## config.mk

```make
export PLATFORM = sky130hd
export DESIGN_NAME = fm_sb_rd_arb_flat
export DESIGN_NICKNAME = d
export VERILOG_FILES = /design/src/rtl/fm_sb_rd_arb_pkg.sv /design/src/rtl/fm_sb_rd_arb_if.sv /design/src/rtl/fm_sb_rd_arb_pick.sv /design/src/rtl/fm_sb_rd_arb.sv /design/src/flat_wrapper.sv
export SDC_FILE = /design/constraint.sdc
export NUM_CORES = 1
export LEC_CHECK = 0
export BUFFER_PORTS_ARGS = -buffer_cell sky130_fd_sc_hd__buf_4
export CELL_PAD_IN_SITES_DETAIL_PLACEMENT = 1
export CELL_PAD_IN_SITES_GLOBAL_PLACEMENT = 1
export CORE_AREA = 2 2 318 320
export CTS_BUF_LIST = sky130_fd_sc_hd__clkbuf_16
export CTS_CLUSTER_DIAMETER = 200
export DETAILED_ROUTE_END_ITERATION = 6
export DIE_AREA = 0 0 320 322
export MAX_ROUTING_LAYER = met4
export PLACE_DENSITY_LB_ADDON = 0.1
export RECOVER_POWER = 25
export SLEW_MARGIN = 30
export SYNTH_ARGS = -nofsm -noshare
export SYNTH_HDL_FRONTEND = slang
export SYNTH_SLANG_ARGS = --single-unit
```

## constraint.sdc

```tcl
create_clock -name spy_clock -period 2.4 [get_ports spy_clock]
set_clock_uncertainty 0.2 [all_clocks]
set_input_delay 0.36 -clock spy_clock [delete_from_list [all_inputs] [get_ports spy_clock]]
set_output_delay 0.36 -clock spy_clock [all_outputs]
set_load 0.01 [all_outputs]
```

## src/rtl/fm_sb_rd_arb_pkg.sv

```systemverilog
// Shared fast-monitoring spy-buffer definitions: bus widths, tap count,
// tap record struct, arbiter state encoding and an index-width helper.
package fm_sb_pkg;

  localparam int unsigned axi_dw     = 32;
  localparam int unsigned mon_dw_max = 256;
  localparam int unsigned sf_sb_n    = 3;

  // One monitor tap as seen by the wrapper that flattens taps onto src_data.
  typedef struct packed {
    logic [mon_dw_max-1:0] fm_data;
    logic                  fm_vld;
  } fm_rt;

  typedef enum logic {
    IDLE   = 1'b0,
    SERIAL = 1'b1
  } fm_arb_state_t;

  // Width of an index into n items; never narrower than one bit.
  function automatic int unsigned idx_w(input int unsigned n);
    return (n > 1) ? $clog2(n) : 1;
  endfunction

endpackage

```

## src/rtl/fm_sb_rd_arb_if.sv

```systemverilog
// Tap-side and spy-buffer-side handshake bundle of the spy-buffer read arbiter.
// master: the arbiter; slave: the taps plus the spy-buffer write side.
interface fm_sb_rd_arb_if
  import fm_sb_pkg::*;
#(
  parameter int unsigned SB_N   = sf_sb_n,
  parameter int unsigned MON_DW = mon_dw_max,
  parameter int unsigned AXI_DW = axi_dw
);

  localparam int unsigned SRC_W = idx_w(SB_N);

  logic [SB_N*MON_DW-1:0] src_data;
  logic [SB_N-1:0]        src_vld;
  logic [SB_N-1:0]        src_rdy;
  logic [AXI_DW-1:0]      out_data;
  logic                   out_vld;
  logic                   out_rdy;
  logic                   out_last;
  logic [SRC_W-1:0]       out_src;

  modport master (
    input  src_data, src_vld, out_rdy,
    output src_rdy, out_data, out_vld, out_last, out_src
  );

  modport slave (
    output src_data, src_vld, out_rdy,
    input  src_rdy, out_data, out_vld, out_last, out_src
  );

endinterface

```

## src/rtl/fm_sb_rd_arb_pick.sv

```systemverilog
// Combinational round-robin picker: first set request after last_grant,
// wrapping modulo N. Shared with the playback scheduler.
module fm_rr_pick #(
  parameter int unsigned N = 3,
  parameter int unsigned W = 2
) (
  input  logic [N-1:0] req,
  input  logic [W-1:0] last_grant,
  output logic [W-1:0] grant,
  output logic         any
);

  // Scan N positions starting one past the previous winner; first hit wins.
  always_comb begin
    int unsigned idx;
    idx   = 0;
    grant = '0;
    any   = 1'b0;
    for (int unsigned i = 1; i <= N; i++) begin
      idx = (int'(last_grant) + i) % N;
      if (!any && req[idx]) begin
        any   = 1'b1;
        grant = W'(idx);
      end
    end
  end

endmodule

```

## src/rtl/fm_sb_rd_arb.sv

```systemverilog
// Round-robin arbiter/serializer: grants one fm tap, latches its MON_DW word
// and emits it LSB-first as AXI_DW beats tagged with the source tap index.
// Optional macro FM_SB_RD_ARB_STATS_EN adds per-tap saturating grant counters
// (grant_cnt) with a synchronous clear (stats_clr).
module fm_sb_rd_arb
  import fm_sb_pkg::*;
#(
  parameter int unsigned SB_N   = sf_sb_n,
  parameter int unsigned MON_DW = mon_dw_max,
  parameter int unsigned AXI_DW = axi_dw
) (
  input  logic                 spy_clock,
  input  logic                 rst_n,
  fm_sb_rd_arb_if.master       bus,
  input  logic                 arb_en,
  input  logic                 freeze,
  output logic                 busy
`ifdef FM_SB_RD_ARB_STATS_EN
  ,
  input  logic                 stats_clr,
  output logic [SB_N*32-1:0]   grant_cnt
`endif
);

  localparam int unsigned BEATS = MON_DW / AXI_DW;
  localparam int unsigned BW    = idx_w(BEATS);
  localparam int unsigned SRC_W = idx_w(SB_N);

  fm_arb_state_t                  state_q, state_d;
  logic [BW-1:0]                  beat_q;
  logic [BEATS-1:0][AXI_DW-1:0]   shreg_q;
  logic [SRC_W-1:0]               src_q;
  logic [SRC_W-1:0]               last_grant_q;
  logic [SRC_W-1:0]               pick_idx;
  logic                           pick_any;
  logic                           grant_en;
  logic                           last_beat;
  logic [MON_DW-1:0]              pick_word;

  fm_rr_pick #(
    .N (SB_N),
    .W (SRC_W)
  ) u_pick (
    .req        (bus.src_vld),
    .last_grant (last_grant_q),
    .grant      (pick_idx),
    .any        (pick_any)
  );

  // Select the winning tap's word for latching.
  always_comb begin
    pick_word = '0;
    for (int unsigned i = 0; i < SB_N; i++) begin
      if (pick_idx == SRC_W'(i)) begin
        pick_word = bus.src_data[i*MON_DW +: MON_DW];
      end
    end
  end

  // Next state and the one-hot accept pulse; grants only from IDLE.
  always_comb begin
    state_d     = state_q;
    grant_en    = 1'b0;
    bus.src_rdy = '0;
    last_beat   = (beat_q == BW'(BEATS - 1));
    case (state_q)
      IDLE: begin
        if (arb_en && !freeze && pick_any) begin
          grant_en = 1'b1;
          state_d  = SERIAL;
          for (int unsigned i = 0; i < SB_N; i++) begin
            bus.src_rdy[i] = (pick_idx == SRC_W'(i));
          end
        end
      end
      SERIAL: begin
        if (bus.out_rdy && last_beat) begin
          state_d = IDLE;
        end
      end
      default: state_d = IDLE;
    endcase
  end

  // Beat outputs come straight from registers, so they hold under backpressure.
  always_comb begin
    busy         = (state_q == SERIAL);
    bus.out_vld  = (state_q == SERIAL);
    bus.out_data = (state_q == SERIAL) ? shreg_q[beat_q] : '0;
    bus.out_last = (state_q == SERIAL) && last_beat;
    bus.out_src  = src_q;
  end

  // State, word latch, beat counter and round-robin history.
  always_ff @(posedge spy_clock) begin
    if (!rst_n) begin
      state_q      <= IDLE;
      beat_q       <= '0;
      shreg_q      <= '0;
      src_q        <= '0;
      last_grant_q <= SRC_W'(SB_N - 1);
    end else begin
      state_q <= state_d;
      if (grant_en) begin
        shreg_q      <= pick_word;
        src_q        <= pick_idx;
        last_grant_q <= pick_idx;
        beat_q       <= '0;
      end else if (state_q == SERIAL && bus.out_rdy) begin
        beat_q <= last_beat ? '0 : beat_q + 1'b1;
      end
    end
  end

`ifdef FM_SB_RD_ARB_STATS_EN
  logic [SB_N-1:0][31:0] cnt_q;

  // Per-tap saturating grant counters; clear beats a same-cycle grant.
  always_ff @(posedge spy_clock) begin
    if (!rst_n || stats_clr) begin
      cnt_q <= '0;
    end else if (grant_en) begin
      for (int unsigned i = 0; i < SB_N; i++) begin
        if (pick_idx == SRC_W'(i) && cnt_q[i] != '1) begin
          cnt_q[i] <= cnt_q[i] + 32'd1;
        end
      end
    end
  end

  always_comb begin
    grant_cnt = cnt_q;
  end
`endif

endmodule

```

## src/flat_wrapper.sv

```systemverilog
// flat-port wrapper written by rule: the top's interface ports become plain ports
module fm_sb_rd_arb_flat import fm_sb_pkg::*;
#(
  parameter int unsigned SB_N   = sf_sb_n,
  parameter int unsigned MON_DW = mon_dw_max,
  parameter int unsigned AXI_DW = axi_dw
)
  (spy_clock, rst_n, arb_en, freeze, busy, bus_src_data, bus_src_vld, bus_out_rdy, bus_src_rdy, bus_out_data, bus_out_vld, bus_out_last, bus_out_src);
  fm_sb_rd_arb_if #(.SB_N(SB_N), .MON_DW(MON_DW), .AXI_DW(AXI_DW)) bus_i ();
  input  logic spy_clock;
  input  logic rst_n;
  input  logic arb_en;
  input  logic freeze;
  output logic busy;
  input wire logic [$bits(bus_i.src_data)-1:0] bus_src_data;
  input wire logic [$bits(bus_i.src_vld)-1:0] bus_src_vld;
  input wire logic [$bits(bus_i.out_rdy)-1:0] bus_out_rdy;
  output wire logic [$bits(bus_i.src_rdy)-1:0] bus_src_rdy;
  output wire logic [$bits(bus_i.out_data)-1:0] bus_out_data;
  output wire logic [$bits(bus_i.out_vld)-1:0] bus_out_vld;
  output wire logic [$bits(bus_i.out_last)-1:0] bus_out_last;
  output wire logic [$bits(bus_i.out_src)-1:0] bus_out_src;
  assign bus_i.src_data = bus_src_data;
  assign bus_i.src_vld = bus_src_vld;
  assign bus_i.out_rdy = bus_out_rdy;
  assign bus_src_rdy = bus_i.src_rdy;
  assign bus_out_data = bus_i.out_data;
  assign bus_out_vld = bus_i.out_vld;
  assign bus_out_last = bus_i.out_last;
  assign bus_out_src = bus_i.out_src;
  fm_sb_rd_arb #(.SB_N(SB_N), .MON_DW(MON_DW), .AXI_DW(AXI_DW)) u_core (.spy_clock(spy_clock), .rst_n(rst_n), .bus(bus_i), .arb_en(arb_en), .freeze(freeze), .busy(busy));
endmodule
```

==> Flow_metrics.wiki, run 1 <==
{| class="wikitable"
! Metric !! Value
|-
| Status || finished, violations left
|-
| Violated checks || setup timing
|-
| Routed vias/inst || 4.65
|-
| Number of flops mapped to enable cells by yosys || 0
|-
| Count of port buffers added during placement || 815
|-
| R2R Setup Slk || -0.50 ns
|-
| Relative slew slack || 67.7%
|-
| TritonCTS clock tree || done
|-
| CTS Root Cell || clkbuf_16
|-
| CTS H-Tree Depth || 2
|-
| Yosys warning total || 0
|-
| Core Util, Final || 40.3%
|-
| Number of buffers inserted during clock tree synthesis || 37
|-
| Transition time at the pin with the least slew margin || 0.484 ns
|-
| Achievable clock frequency || 0.339 GHz
|-
| Standard cell area after detailed placement || 26000 um2
|-
| Number of placed instances, taps included || 3923
|-
| Global-route wire length before repair || 180000 um
|-
| Routed Antenna Nets || 0
|-
| Final routed wirelength across all metal layers || 133000 um
|-
| Detailed-route via count || 22274
|-
| Synthesized instance count || 1776
|-
| Area Growth Syn to Fin || 144%
|-
| CP Class || flip-flop to output pin
|-
| Fin crit period || 2.95 ns
|-
| Number of nets in the finished design || 4222
|-
| Post-synth ARST share || 0%
|-
| Crit Reg-Reg Startpoint || u_core.last_grant_q[0]$_SDFFE_PN0P_
|-
| Gpl congestion || 0.862
|-
| Final instance area || 40100 um2
|-
| Final worst path period share || 123%
|-
| Max-cap violations || 0
|-
| Post-synth top area share || 32.0%
|-
| Die ar. || 103000 um2
|-
| Flip-flop cell with the highest count after synthesis || dfxtp_1
|-
| Hold crit path type || input port to flip-flop
|-
| Unrepaired setup endpoints after global routing || yes
|-
| Number of max-slew violations in the final report || 0
|-
| Final setup margin || -0.549 ns
|-
| Total count of hold-check failures in the final report || 0
|-
| Sinks on the clock net || 263
|-
| I/O pins || 816
|-
| Clock-pin slew reported for the worst setup and hold paths after clock tree synthesis || 0.06 ns
|-
| Sum of overflow across all layers after global routing || 0
|-
| Number of antenna violations at the first check in global routing || 28
|-
| Largest area contributor in the netlist || dfxtp_1
|-
| Last element of the critical path || bus_src_rdy[0]
|-
| Filler-free cell count of the finished design || 4786
|-
| Worst Path Required || 1.84 ns
|-
| Arr. time, crit path || 2.39 ns
|-
| Number of optimization iterations in the first detailed-route pass || 4
|-
| FILL cells || 10756
|-
| Synth Register Bits || 263
|-
| Leak Pwr || 15.5 nW
|-
| Reg2reg end || u_core.shreg_q[4]$_SDFFE_PN0P_
|-
| DPL Wire Length || 91800 um
|-
| Post-Syn Area || 16500 um2
|-
| Row cnt || 116
|-
| Count of different cell masters after synthesis || 45
|-
| Worst-case vdd ir drop || 0.000402 V
|-
| Number of nets produced by synthesis || 2557
|-
| Die W || 320 um
|-
| Post-synthesis area per instance || 9.26 um2
|-
| Number of global-route vias before repair || 24898
|-
| Type of destination of the critical path || output pin
|-
| Launching element type of the critical path || flip-flop
|-
| Later-pin clock latency in the skew report || 0.55 ns
|-
| CTS max path bufs || 3
|-
| Share of post-route cells with drive strength above 1 || 51.2%
|-
| Starting utilization of the core area || 16.5%
|-
| Register area share after synthesis || 32.0%
|-
| Critical Path Fanout Max || 7
|-
| Origin of the worst setup path || u_core.last_grant_q[0]$_SDFFE_PN0P_
|-
| Initial DRC count || 871
|-
| Total power per unit cell area || 466 nW/um2
|-
| Wire per inst || 27.7 um
|-
| Post-Route Setup TNS || -102.12 ns
|-
| Number of cell instances on the worst register-to-register path || 15
|-
| Area of the core || 99600 um2
|-
| Total routing resource utilization after global routing || 24.9%
|-
| Dominant cells by area after synthesis || dfxtp_1 32%, mux2i_1 13%, o221ai_1 9.4%, mux4_2 8.8%, nand4_1 6.7%
|-
| Remaining design rule violation count || 0
|-
| DP Worst Slack || -0.464 ns
|-
| Floorplan die height || 322 um
|-
| Maximum number of pins on one net before global-route repair || 74
|-
| Final-report setup violation count || 298
|}
[layer usage]
metal,vias to the layer above,global-route usage (%),share of wire [%]
li1,10215,-,-
met1,11287,28.3,40
met2,624,45.4,53
met3,148,3.25,3.9
met4,0,7.14,2.7
met5,-,-,0
[sequential cells by signal, summed over array words and instances (netlist names)]
| name | cells |
|---|---|
| u_core.beat_q | 3 |
| u_core.bus.out_src | 1 |
| u_core.last_grant_q | 2 |
| u_core.bus.out_vld | 1 |
| u_core.shreg_q | 256 |
[how the worst min path moves through the flow]
| stage | start | cells after the start | end | slack [ns] |
|---|---|---|---|---|
| after floorplan | u_core.shreg_q[75]$_SDFFE_PN0P_ | 2 | u_core.shreg_q[75]$_SDFFE_PN0P_ | 0.23 |
| after global placement | u_core.shreg_q[91]$_SDFFE_PN0P_ | 2 | u_core.shreg_q[91]$_SDFFE_PN0P_ | 0.24 |
| after detailed placement | u_core.shreg_q[118]$_SDFFE_PN0P_ | 2 | u_core.shreg_q[118]$_SDFFE_PN0P_ | 0.25 |
| after CTS | bus_src_data[34] | 4 | u_core.shreg_q[34]$_SDFFE_PN0P_ | 0.0001 |
| after global routing | bus_src_data[290] | 4 | u_core.shreg_q[34]$_SDFFE_PN0P_ | 0.01 |
| final | bus_src_data[345] | 3 | u_core.shreg_q[89]$_SDFFE_PN0P_ | 0.03 |
[logic make-up after synthesis]
logic type	count (synthesis)	synth area share, %
compound gates	437	21.2
buf+inv	473	12.6
fa+ha+maj	5	0.380
mux	273	21.5
flops	263	32.0
simple gates	325	12.3
[where the power goes]
part           internal, mW  switching (mW)
clock                  3.03            2.30
combinational          4.63            3.62
sequential             4.75           0.377
[critical path, stage by stage (launching register included)]
cell and delay, ns:
dfxtp_2 0.32, buf_6 0.12, buf_6 0.11, ha_4 0.16, buf_8 0.13, a21boi_4 0.18, nor2_4 0.07, o221a_4 0.26
buf_12 0.13, buf_8 0.12, nor3_4 0.11, buf_6 0.12
[cells in the mapped netlist (7+ instances only)]
master      n
buf_6      27
buf_1       9
nand4_1   176
o221ai_1  176
mux4_2     64
dfxtp_1   263
clkbuf_1  112
o32ai_1    81
a21oi_1    67
and3_1     80
a21oi_2    20
nor2b_1    36
inv_1     260
a211oi_1   80
mux2i_1   209
nand2_1     9
buf_2      57
buf_4       7
[metrics by stage]
stage,hold WS [ns],total power [mW]
4_1_cts,0.000143,17.8
5_1_grt,0.0128,19.5
2_1_floorplan,0.231,7.08
3_5_place_dp,0.252,10.1
3_3_place_gp,0.239,10.0
6_report,0.0348,18.7
[cell usage in the layout, fill, tap and decap left out, types with 68 or more instances in the layout]
cell type and n:
o221ai_2 119, mux2i_4 112, buf_4 954, nand4_1 176
inv_1 265, mux2i_1 68, dlygate4sd3_1 630, and3_1 78
dfxtp_1 257, buf_12 113
[area by class of cell]
class	count	area, um2	share of cell area, %
Multi-Input combinational cell	1040	12800	31.9
Tap cell	1298	1620	4.05
Inverter	261	987	2.46
Antenna cell	21	52.6	0.131
Sequential cell	263	5280	13.2
Timing Repair Buffer	1838	18300	45.6
Clock buffer	39	976	2.43
Clock inverter	26	143	0.355
[timing repair]
action,4_1_cts,5_1_grt
resized for setup,403,422
setup buffers,99,57
pin swaps,57,61
hold buffers,603,27
gates cloned,34,11
endpoints found under the hold margin,260,16
setup endpoints to repair,298,298
(Power assumes the default switching activity.)
==> run 2, diff against run 1 <==
--- a/config.mk
+++ b/config.mk
@@ -8,11 +8,11 @@
 export BUFFER_PORTS_ARGS = -buffer_cell sky130_fd_sc_hd__buf_4
 export CELL_PAD_IN_SITES_DETAIL_PLACEMENT = 1
 export CELL_PAD_IN_SITES_GLOBAL_PLACEMENT = 1
-export CORE_AREA = 2 2 318 320
+export CORE_AREA = 5 5 312 314
 export CTS_BUF_LIST = sky130_fd_sc_hd__clkbuf_16
 export CTS_CLUSTER_DIAMETER = 200
 export DETAILED_ROUTE_END_ITERATION = 6
-export DIE_AREA = 0 0 320 322
+export DIE_AREA = 0 0 317 319
 export MAX_ROUTING_LAYER = met4
 export PLACE_DENSITY_LB_ADDON = 0.1
 export RECOVER_POWER = 25
==> Flow_metrics.wiki, run 2 (same netlist as run 1, synthesis figures left out) <==
{| class="wikitable"
! Metric !! Value
|-
| Number of global-route vias before repair || 24536
|-
| Power Internal || 12.2 mW
|-
| Floorplan die height || 319 um
|-
| Total routing resource utilization after global routing || 24.7%
|-
| Remaining design rule violation count || 0
|-
| Final worst path period share || 124%
|-
| Status || finished, violations left
|-
| Register bank with the most flops || u_core.shreg_q
|-
| CTS max path bufs || 3
|-
| Die ar. || 101000 um2
|-
| Worst-case vdd ir drop || 0.000381 V
|-
| DPL Wire Length || 91600 um
|-
| Maximum number of pins on one net before global-route repair || 88
|-
| Sequential share of power || 27.7%
|-
| Routed vias/inst || 4.75
|-
| Global-route wire length before repair || 176000 um
|-
| TritonCTS clock tree || done
|-
| CTS Root Cell || clkbuf_16
|-
| Final-report setup violation count || 295
|-
| Row cnt || 113
|-
| Number of optimization iterations in the first detailed-route pass || 5
|-
| Relative slew slack || 56.5%
|-
| Worst Path Required || 1.84 ns
|-
| Critical Path Fanout Max || 5
|-
| Die W || 317 um
|-
| Type of destination of the critical path || output pin
|-
| CP Class || flip-flop to output pin
|-
| Area of the core || 94300 um2
|-
| Final routed wirelength across all metal layers || 139000 um
|-
| Unrepaired setup endpoints after global routing || yes
|-
| Fin crit period || 2.98 ns
|-
| Leak Pwr || 15.4 nW
|-
| Cells on Worst Hold Path || 3
|-
| Number of cell instances on the worst register-to-register path || 11
|-
| Post-Route Hold Slack || 0.0193 ns
|-
| Initial DRC count || 982
|-
| Number of antenna violations at the first check in global routing || 24
|-
| Gpl congestion || 0.816
|-
| Clock-pin slew reported for the worst setup and hold paths after clock tree synthesis || 0.06 ns
|-
| Number of nets in the finished design || 4191
|-
| Switching power as a share of total power || 34.5%
|-
| Total count of hold-check failures in the final report || 0
|-
| Sinks on the clock net || 263
|-
| Hold crit path type || input port to flip-flop
|-
| Area Growth Syn to Fin || 141%
|-
| Crit Reg-Reg Startpoint || u_core.last_grant_q[0]$_SDFFE_PN0P_
|-
| Launching element type of the critical path || flip-flop
|-
| Violated checks || setup timing
|-
| Detailed-route via count || 22383
|-
| CTS H-Tree Depth || 2
|-
| Largest registers || u_core.shreg_q x256, u_core.beat_q x3, u_core.last_grant_q x2
|-
| Arr. time, crit path || 2.42 ns
|-
| Top library cells by usage in the layout, fill and taps aside || 953 x buf_4, 605 x dlygate4sd3_1, 269 x inv_1
|-
| Portion of total power attributed to combinational logic || 43.4%
|-
| I/O pins || 816
|-
| Count of port buffers added during placement || 815
|-
| Max-cap violations || 0
|-
| Most common cell after layout, fill and taps aside || buf_4
|-
| Hold endpoint || u_core.shreg_q[98]$_SDFFE_PN0P_
|-
| Total power per unit cell area || 468 nW/um2
|-
| Transition time at the pin with the least slew margin || 0.652 ns
|-
| Clock power share || 29.0%
|-
| Critical hold path startpoint || bus_src_data[610]
|-
| Sum of overflow across all layers after global routing || 0
|-
| Post-Route Setup TNS || -82.15 ns
|-
| Number of max-slew violations in the final report || 0
|-
| Routed Antenna Nets || 0
|-
| Wire per inst || 29.5 um
|-
| Achievable clock frequency || 0.336 GHz
|-
| Share of post-route cells with drive strength above 1 || 53.3%
|-
| Later-pin clock latency in the skew report || 0.56 ns
|-
| Switching power || 6.41 mW
|-
| Starting utilization of the core area || 17.4%
|-
| R2R Setup Slk || -0.44 ns
|-
| Number of buffers inserted during clock tree synthesis || 39
|-
| Final setup margin || -0.579 ns
|-
| Flip-flop count of the largest register after layout || 256
|-
| Reg2reg end || u_core.shreg_q[81]$_SDFFE_PN0P_
|}
==> run 2: repair_timing <==
| item | CTS | global route |
|---|---|---|
| hold endpoints to repair | 261 | 14 |
| cloned | 29 | 47 |
| setup endpoints to repair | 299 | 300 |
| setup buffers | 53 | 57 |
| hold buffers | 588 | 17 |
| pin swaps | 21 | 215 |
| gates resized for setup | 185 | 615 |
==> run 2: power groups by stage <==
stage	registers (mW)	clock network (mW)	logic, mW
final	5.14	5.38	8.06
after global routing	5.17	5.69	8.41
after CTS	5.14	5.56	6.50
after detailed placement	5.23	0	4.79
after global placement	5.22	0	4.76
after floorplan	4.97	0	2.11
==> run 2: how the worst max path moves through the flow <==
stage                                              startpoint                               end  slack [ns]  depth (start not counted)
after floorplan           u_core.last_grant_q[0]$_SDFFE_PN0P_                    bus_src_rdy[1]      -0.001                          9
after global placement    u_core.last_grant_q[0]$_SDFFE_PN0P_  u_core.shreg_q[131]$_SDFFE_PN0P_       -0.43                         10
after detailed placement  u_core.last_grant_q[1]$_SDFFE_PN1P_   u_core.shreg_q[34]$_SDFFE_PN0P_       -0.43                          9
after CTS                 u_core.last_grant_q[0]$_SDFFE_PN0P_                    bus_src_rdy[2]       -0.57                          8
after global routing      u_core.last_grant_q[0]$_SDFFE_PN0P_                    bus_src_rdy[0]       -0.62                         11
final                     u_core.last_grant_q[0]$_SDFFE_PN0P_                    bus_src_rdy[0]       -0.58                         11
==> run 2: layout make-up <==
class	instances	area, um2
fillers	10218	54600
repair buffers	1804	17900
multi-input cells	1041	12800
flip-flops and latches	263	5280
well taps	1265	1580
clock buffers	40	1000
inverters	261	987
clock inverters	29	145
diodes	14	35.0
==> run 2: through the flow <==
stage / utilization [%] / power (mW) / worst slack (ns) / instance area, um2 / std cells
6_report: 42.1 / 18.6 / -0.579 / 39700 / 4717
5_1_grt: 42.1 / 19.3 / -0.621 / 39700 / 4716
4_1_cts: 37.1 / 17.2 / -0.575 / 35000 / 4619
3_5_place_dp: 27.3 / 10.0 / -0.432 / 25700 / 3882
3_3_place_gp: 27.3 / 9.98 / -0.425 / 25700 / 3882
2_1_floorplan: - / 7.08 / -0.00114 / 16500 / 1776
==> run 2: routing by layer <==
layer,GRT usage [%],wire (um),vias up
met2,45.0,73800,721
li1,-,-,10158
met4,7.10,3970,0
met1,27.7,55400,11324
met5,-,0,-
met3,3.99,6280,180
==> run 2: worst max-delay path, stage by stage, from the launching register on <==
cell     delay, ns
dfxtp_2       0.33
buf_6         0.13
ha_4          0.18
buf_6         0.12
nor2b_1       0.22
o21ai_2       0.12
buf_4         0.15
nand4_4       0.09
nand2_2       0.08
buf_12        0.14
nor3_4        0.15
buf_6         0.13
